$ cat src/rtl/pwm_duty_gen_pkg.sv
`default_nettype none
// +----------------------------------------------------------------------------+
// | pwm_duty_gen_pkg : FSM encodings, duty constants and ramp helper           |
// | Rev 1.0                                                                    |
// +----------------------------------------------------------------------------+
package pwm_duty_gen_pkg;

    localparam int DUTY_STEPS = 7;
    localparam int DUTY_W     = 3;

    localparam logic [1:0] ST_IDLE  = 2'd0;
    localparam logic [1:0] ST_RUN   = 2'd1;
    localparam logic [1:0] ST_DRAIN = 2'd2;

    // One soft-ramp step of the applied duty towards the requested duty.
    function automatic logic [DUTY_W-1:0] duty_ramp(
        input logic [DUTY_W-1:0] cur,
        input logic [DUTY_W-1:0] tgt
    );
        logic [DUTY_W-1:0] nxt;
        nxt = cur;
        if (tgt > cur) begin
            nxt = cur + DUTY_W'(1);
        end else if (tgt < cur) begin
            nxt = cur - DUTY_W'(1);
        end
        return nxt;
    endfunction

endpackage
`default_nettype wire

$ cat src/rtl/pwm_duty_gen_deadtime.sv
`default_nettype none
// +----------------------------------------------------------------------------+
// | pwm_duty_gen_deadtime : complementary output pair with dead-time insertion |
// | Rev 1.0                                                                    |
// +----------------------------------------------------------------------------+
module pwm_duty_gen_deadtime #(
    parameter int DEADTIME = 4
) (
    input  logic clk,
    input  logic reset_n,
    input  logic busy_i,
    input  logic pwm_i,
    output logic pwm_o,
    output logic pwm_n_o
);

    localparam int DT_W = (DEADTIME > 1) ? $clog2(DEADTIME) : 1;

    logic            prev_q;
    logic [DT_W-1:0] dt_q;
    logic [DT_W-1:0] dt_d;
    logic            out_q;
    logic            out_d;
    logic            n_q;
    logic            n_d;
    logic            w_edge;
    logic            w_hold;

    // Any edge (re)arms the counter, so a pulse shorter than the dead time never
    // reaches the output that would have turned on.
    always_comb begin
        w_edge = pwm_i ^ prev_q;
        w_hold = w_edge | (dt_q != '0);
        dt_d   = dt_q;
        if (!busy_i || w_edge) begin
            dt_d = DT_W'(DEADTIME - 1);
        end else if (dt_q != '0) begin
            dt_d = dt_q - DT_W'(1);
        end
        out_d = busy_i & pwm_i & ~w_hold;
        n_d   = busy_i & ~pwm_i & ~w_hold;
    end

    always_ff @(posedge clk or negedge reset_n) begin
        if (!reset_n) begin
            prev_q <= 1'b0;
            dt_q   <= '0;
            out_q  <= 1'b0;
            n_q    <= 1'b0;
        end else begin
            prev_q <= pwm_i;
            dt_q   <= dt_d;
            out_q  <= out_d;
            n_q    <= n_d;
        end
    end

    assign pwm_o   = out_q;
    assign pwm_n_o = n_q;

endmodule
`default_nettype wire

$ cat src/rtl/pwm_duty_gen.sv
`default_nettype none
// +----------------------------------------------------------------------------+
// | pwm_duty_gen : soft-ramped 3-bit duty PWM; PWM_DEADTIME_EN adds pwm_n pair |
// | Rev 1.0                                                                    |
// +----------------------------------------------------------------------------+
module pwm_duty_gen
    import pwm_duty_gen_pkg::*;
#(
    parameter int PRESCALE = 50,
    parameter int STEP     = 100,
    parameter int DEADTIME = 4
) (
    input  logic              clk,
    input  logic              reset_n,
    input  logic              enable,
    input  logic [DUTY_W-1:0] duty_num,
    output logic              pwm_out,
    output logic              pwm_n,
    output logic              period_tick,
    output logic [DUTY_W-1:0] duty_eff,
    output logic              busy
);

    localparam int PERIOD = DUTY_STEPS * STEP;
    localparam int CNT_W  = $clog2(PERIOD);
    localparam int PROD_W = CNT_W + 1;
    localparam int PRE_W  = (PRESCALE > 1) ? $clog2(PRESCALE) : 1;

    logic [1:0]        state_q;
    logic [1:0]        state_d;
    logic [DUTY_W-1:0] target_q;
    logic [PRE_W-1:0]  presc_q;
    logic [PRE_W-1:0]  presc_d;
    logic [CNT_W-1:0]  cnt_q;
    logic [CNT_W-1:0]  cnt_d;
    logic [DUTY_W-1:0] duty_q;
    logic [DUTY_W-1:0] duty_d;
    logic              pwm_q;
    logic              pwm_d;
    logic              ptick_q;
    logic              ptick_d;

    logic              w_busy;
    logic              w_tick;
    logic              w_wrap;
    logic [PROD_W-1:0] w_thresh;

    assign w_busy   = (state_q != ST_IDLE);
    assign w_tick   = w_busy && (presc_q == PRE_W'(PRESCALE - 1));
    assign w_wrap   = w_tick && (cnt_q == CNT_W'(PERIOD - 1));
    assign w_thresh = PROD_W'(duty_q) * PROD_W'(STEP);

    always_comb begin
        state_d = state_q;
        presc_d = presc_q;
        cnt_d   = cnt_q;
        duty_d  = duty_q;
        ptick_d = w_wrap;
        pwm_d   = w_busy && ({1'b0, cnt_q} < w_thresh);

        if (w_busy) begin
            presc_d = w_tick ? '0 : presc_q + PRE_W'(1);
            if (w_tick) begin
                cnt_d = w_wrap ? '0 : cnt_q + CNT_W'(1);
            end
        end

        case (state_q)
            ST_IDLE: begin
                presc_d = '0;
                cnt_d   = '0;
                duty_d  = '0;
                if (enable) begin
                    state_d = ST_RUN;
                end
            end
            ST_RUN: begin
                if (w_wrap) begin
                    duty_d = duty_ramp(duty_q, target_q);
                end
                if (!enable) begin
                    state_d = ST_DRAIN;
                end
            end
            ST_DRAIN: begin
                // A re-enable simply resumes RUN; the current period carries on untouched.
                if (enable) begin
                    state_d = ST_RUN;
                    if (w_wrap) begin
                        duty_d = duty_ramp(duty_q, target_q);
                    end
                end else if (w_wrap) begin
                    state_d = ST_IDLE;
                    duty_d  = '0;
                end
            end
            default: begin
                state_d = ST_IDLE;
                presc_d = '0;
                cnt_d   = '0;
                duty_d  = '0;
            end
        endcase
    end

    always_ff @(posedge clk or negedge reset_n) begin
        if (!reset_n) begin
            state_q  <= ST_IDLE;
            target_q <= '0;
            presc_q  <= '0;
            cnt_q    <= '0;
            duty_q   <= '0;
            pwm_q    <= 1'b0;
            ptick_q  <= 1'b0;
        end else begin
            state_q  <= state_d;
            target_q <= duty_num;
            presc_q  <= presc_d;
            cnt_q    <= cnt_d;
            duty_q   <= duty_d;
            pwm_q    <= pwm_d;
            ptick_q  <= ptick_d;
        end
    end

    assign period_tick = ptick_q;
    assign duty_eff    = duty_q;
    assign busy        = w_busy;

`ifdef PWM_DEADTIME_EN
    pwm_duty_gen_deadtime #(
        .DEADTIME (DEADTIME)
    ) u_deadtime (
        .clk     (clk),
        .reset_n (reset_n),
        .busy_i  (w_busy),
        .pwm_i   (pwm_q),
        .pwm_o   (pwm_out),
        .pwm_n_o (pwm_n)
    );
`else
    logic w_unused_deadtime;
    assign w_unused_deadtime = (DEADTIME > 0);
    assign pwm_out           = pwm_q;
    assign pwm_n             = 1'b0;
`endif

endmodule
`default_nettype wire

$ cat config.mk
export PLATFORM = sky130hd
export DESIGN_NAME = pwm_duty_gen
export DESIGN_NICKNAME = d
export VERILOG_FILES = /design/src/rtl/pwm_duty_gen_pkg.sv /design/src/rtl/pwm_duty_gen_deadtime.sv /design/src/rtl/pwm_duty_gen.sv
export SDC_FILE = /design/constraint.sdc
export NUM_CORES = 1
export LEC_CHECK = 0
export ABC_CLOCK_PERIOD_IN_PS = 2250
export CAP_MARGIN = 0
export CORE_ASPECT_RATIO = 1.5
export CORE_MARGIN = 5
export CORE_UTILIZATION = 46
export DETAILED_ROUTE_END_ITERATION = 12
export PLACE_DENSITY = 0.65
export SLEW_MARGIN = 20
export SYNTH_ARGS = -nofsm -noshare
export SYNTH_HDL_FRONTEND = slang
export SYNTH_SLANG_ARGS = --single-unit
$ cat constraint.sdc
create_clock -name clk -period 2.25 [get_ports clk]
set_input_delay 0.3375 -clock clk [delete_from_list [all_inputs] [get_ports clk]]
set_output_delay 0.3375 -clock clk [all_outputs]
set_load 0.05 [all_outputs]
==> impl_metrics.env <==
export IMPL_drt_iter0_markers=44
export IMPL_via_per_inst=5.818
export IMPL_grt_max_degree=27
export IMPL_holdCritPathClass="in2async"
export IMPL_postCtsHoldBufs=0
export IMPL_n_fill_cell=333
export IMPL_finalClockSkew_ps=1.440
export IMPL_numCtsBuffers=3
export IMPL_netlist_area_leader_share_pct=37.49
export IMPL_required_ps=2450
export IMPL_final_util_pct=53.64
export IMPL_area_growth_pct=12.76
export IMPL_met3_usage_pct=1.826
export IMPL_fp_dieW_um=60.15
export IMPL_drive_above_1_share_pct=5.528
export IMPL_cts_htree_levels=1
export IMPL_drtPass1Iterations=6
export IMPL_cts_sinks=26
export IMPL_peakVddDrop_uv=501.2
export IMPL_grt_setup_unrepaired="no"
export IMPL_cts_tree="built"
export IMPL_pwr_share_comb_pct=42.0
export IMPL_ys_warn_count=0
export IMPL_clock_fmax_mhz=499.0
export IMPL_dpl_hpwl_mm=2.856
export IMPL_drc=0
export IMPL_ys_flop_type="dfrtp_1"
export IMPL_yosysTopAreaCell="dfrtp_1"
export IMPL_swShare_pct=40.22
export IMPL_cts_resized=0
export IMPL_die_h_um=85.23
export IMPL_clk_latency_ps=270
export IMPL_cp_start_kind="flop"
export IMPL_io_pins=13
export IMPL_syn_nets=214
export IMPL_area_sequential_um2=650.6
export IMPL_cp_max_fo=17
export IMPL_synth_area_top_cells="dfrtp_1 (37%), ha_1 (16%), a21oi_1 (4.9%), inv_1 (4.1%), or3_1 (3.2%)"
export IMPL_dieArea_um2=5126
export IMPL_worstSetupEndpointType="flop"
export IMPL_leakage_nw=0.8370
export IMPL_sequentialPowerShare_pct=36.7
export IMPL_cts_root_buf="clkbuf_8"
export IMPL_track_usage_pct=16.36
export IMPL_grt_busiest_layer="met2"
export IMPL_ys_seq_area_share_pct=37.49
export IMPL_cp_arrival_ps=2200
export IMPL_yosysUniqueCellTypes=40
export IMPL_syn_cell_area_um2=1735
export IMPL_maxSlewViolCount=0
export IMPL_synth_edf_count=0
export IMPL_multi_input_area_um2=991.0
export IMPL_antennaDiodeCount=0
export IMPL_setup_tns_ps=0
export IMPL_post_cts_buffers=0
export IMPL_start_util_pct=47.57
export IMPL_overflow=0
export IMPL_wl_per_cell_um=15.37
export IMPL_gr_usage_met2_pct=29.33
export IMPL_hold_viol_final=0
export IMPL_core_um2=3649
export IMPL_power_frac_clock_pct=21.3
export IMPL_clk_pin_slew_ps=90
export IMPL_gp_congestion=0.8379
export IMPL_grt_pass1_vias=1441
export IMPL_p_int_uw=853.4
export IMPL_io_buffers=11
export IMPL_synthArstFlopShare_pct=100.0
export IMPL_grt_pass1_wl_mm=6.548
export IMPL_nNetsFinal=228
export IMPL_rrSetupSlack_ps=250
export IMPL_wl_mm=3.719
export IMPL_synth_avg_cell_area_um2=9.330
export IMPL_vias=1408
export IMPL_switchingPower_uw=574.3
export IMPL_status="finished, final reports clean"
export IMPL_grt_met1_usage_pct=19.15
export IMPL_min_period_ps=2004
export IMPL_period_share_pct=89.06
export IMPL_finalSetupViolations=0
export IMPL_rows=27
export IMPL_syn_inst=186
export IMPL_maxCapViolations=0
export IMPL_synth_seq_cells=26
export IMPL_drtAntennaViolNets=0
export IMPL_cts_buffer_depth=2
export IMPL_antenna_found_initial=0
export IMPL_crit_type="reg2reg"
export IMPL_cellPowerDensity_nw_per_um2=729.5
## worst max-delay path: stages (launching register included)
cell	delay [ps]
dfrtp_1	390
inv_1	90
ha_1	410
inv_1	230
a31oi_4	120
or4_1	540
a21oi_1	150
## synth_stat cells, types with 2 or more instances
cell type,count
ha_1,22
nand2_1,11
a31oi_1,4
nand4_1,4
or4_1,2
dfrtp_1,26
o31ai_1,3
a211o_1,2
nor2_1,10
nand2b_1,3
inv_1,19
xor2_1,2
xnor2_1,4
nor2b_1,2
a21oi_1,17
or3_1,9
o21ai_0,11
and3_1,2
a211oi_1,2
nand3_1,9
buf_2,3
## cells in the final DEF, fill, tap and decap left out, drive strengths merged, types with 9 or more instances in the layout
cell / Yosys / layout
dfrtp: 26 / 26
ha: 22 / 22
inv: 19 / 19
a21oi: 17 / 17
nand2: 11 / 11
o21ai: 11 / 11
nor2: 10 / 10
clkdlybuf4s50: 0 / 10
nand3: 9 / 9
or3: 9 / 9
## final cells by class
cell class              instances  area share, %
repair buffers                 13          6.905
multi-input cells             137          50.64
well taps                      43          2.749
flip-flops and latches         26          33.25
clock buffers                   4          2.813
inverters                      19          3.644
## worst paths after layout
path                                    end  cells past startpoint         from
worst max-delay path               cnt_q[9]                      6   state_q[0]
worst min-delay path               cnt_q[5]                      2      reset_n
worst max register to register     cnt_q[9]                      6   state_q[0]
worst min register to register     cnt_q[1]                      2     cnt_q[1]
max in group asynchronous        state_q[0]                      2      reset_n
min in group clk                target_q[2]                      1  duty_num[2]
## through the flow
stage               cells  instance area, µm²  total power [mW]  setup WS (ps)  hold slack, ps
floorplan             186                1735            0.9413          10.15           41.91
global placement      238                1902             1.099          343.3           529.1
detailed placement    238                1902             1.131          266.2           540.3
CTS                   242                1957             1.438          237.9           442.7
global route          242                1957             1.521          10.83           457.3
finish                242                1957             1.428          246.2           431.2
## registers in the layout, summed over array words and instances (netlist names)
name and cells:
cnt_q 10, presc_q 6, duty_eff 3, target_q 3, state_q 2, period_tick 1, pwm_out 1
## power by group through the flow
stage / registers (mW) / logic, mW / clock network [mW]
detailed placement: 0.533 / 0.598 / 0
finish: 0.524 / 0.600 / 0.304
CTS: 0.523 / 0.601 / 0.314
global placement: 0.530 / 0.569 / 0
floorplan: 0.527 / 0.415 / 0
global route: 0.528 / 0.655 / 0.338
## metal layers
| layer | up-vias | part of all wire [%] |
|---|---|---|
| li1 | 700 | - |
| met1 | 686 | 43 |
| met2 | 17 | 54 |
| met3 | 5 | 2.0 |
| met4 | 0 | 1.4 |
| met5 | - | 0 |
## cells by family (layout without fill, tap and decap cells)
logic type | Yosys count | in the layout | share of synthesized area (%)
other | 1 | 1 | 0.2161
AO/OA/AOI/OAI | 48 | 48 | 17.66
AND/OR/NAND/NOR | 60 | 60 | 20.33
XOR/XNOR | 6 | 6 | 3.028
adder cells (fa/ha/maj) | 22 | 22 | 15.86
buffers and inverters | 23 | 36 | 5.407
flip-flops | 26 | 26 | 37.49
No activity file was read; power rests on OpenSTA's default activity.
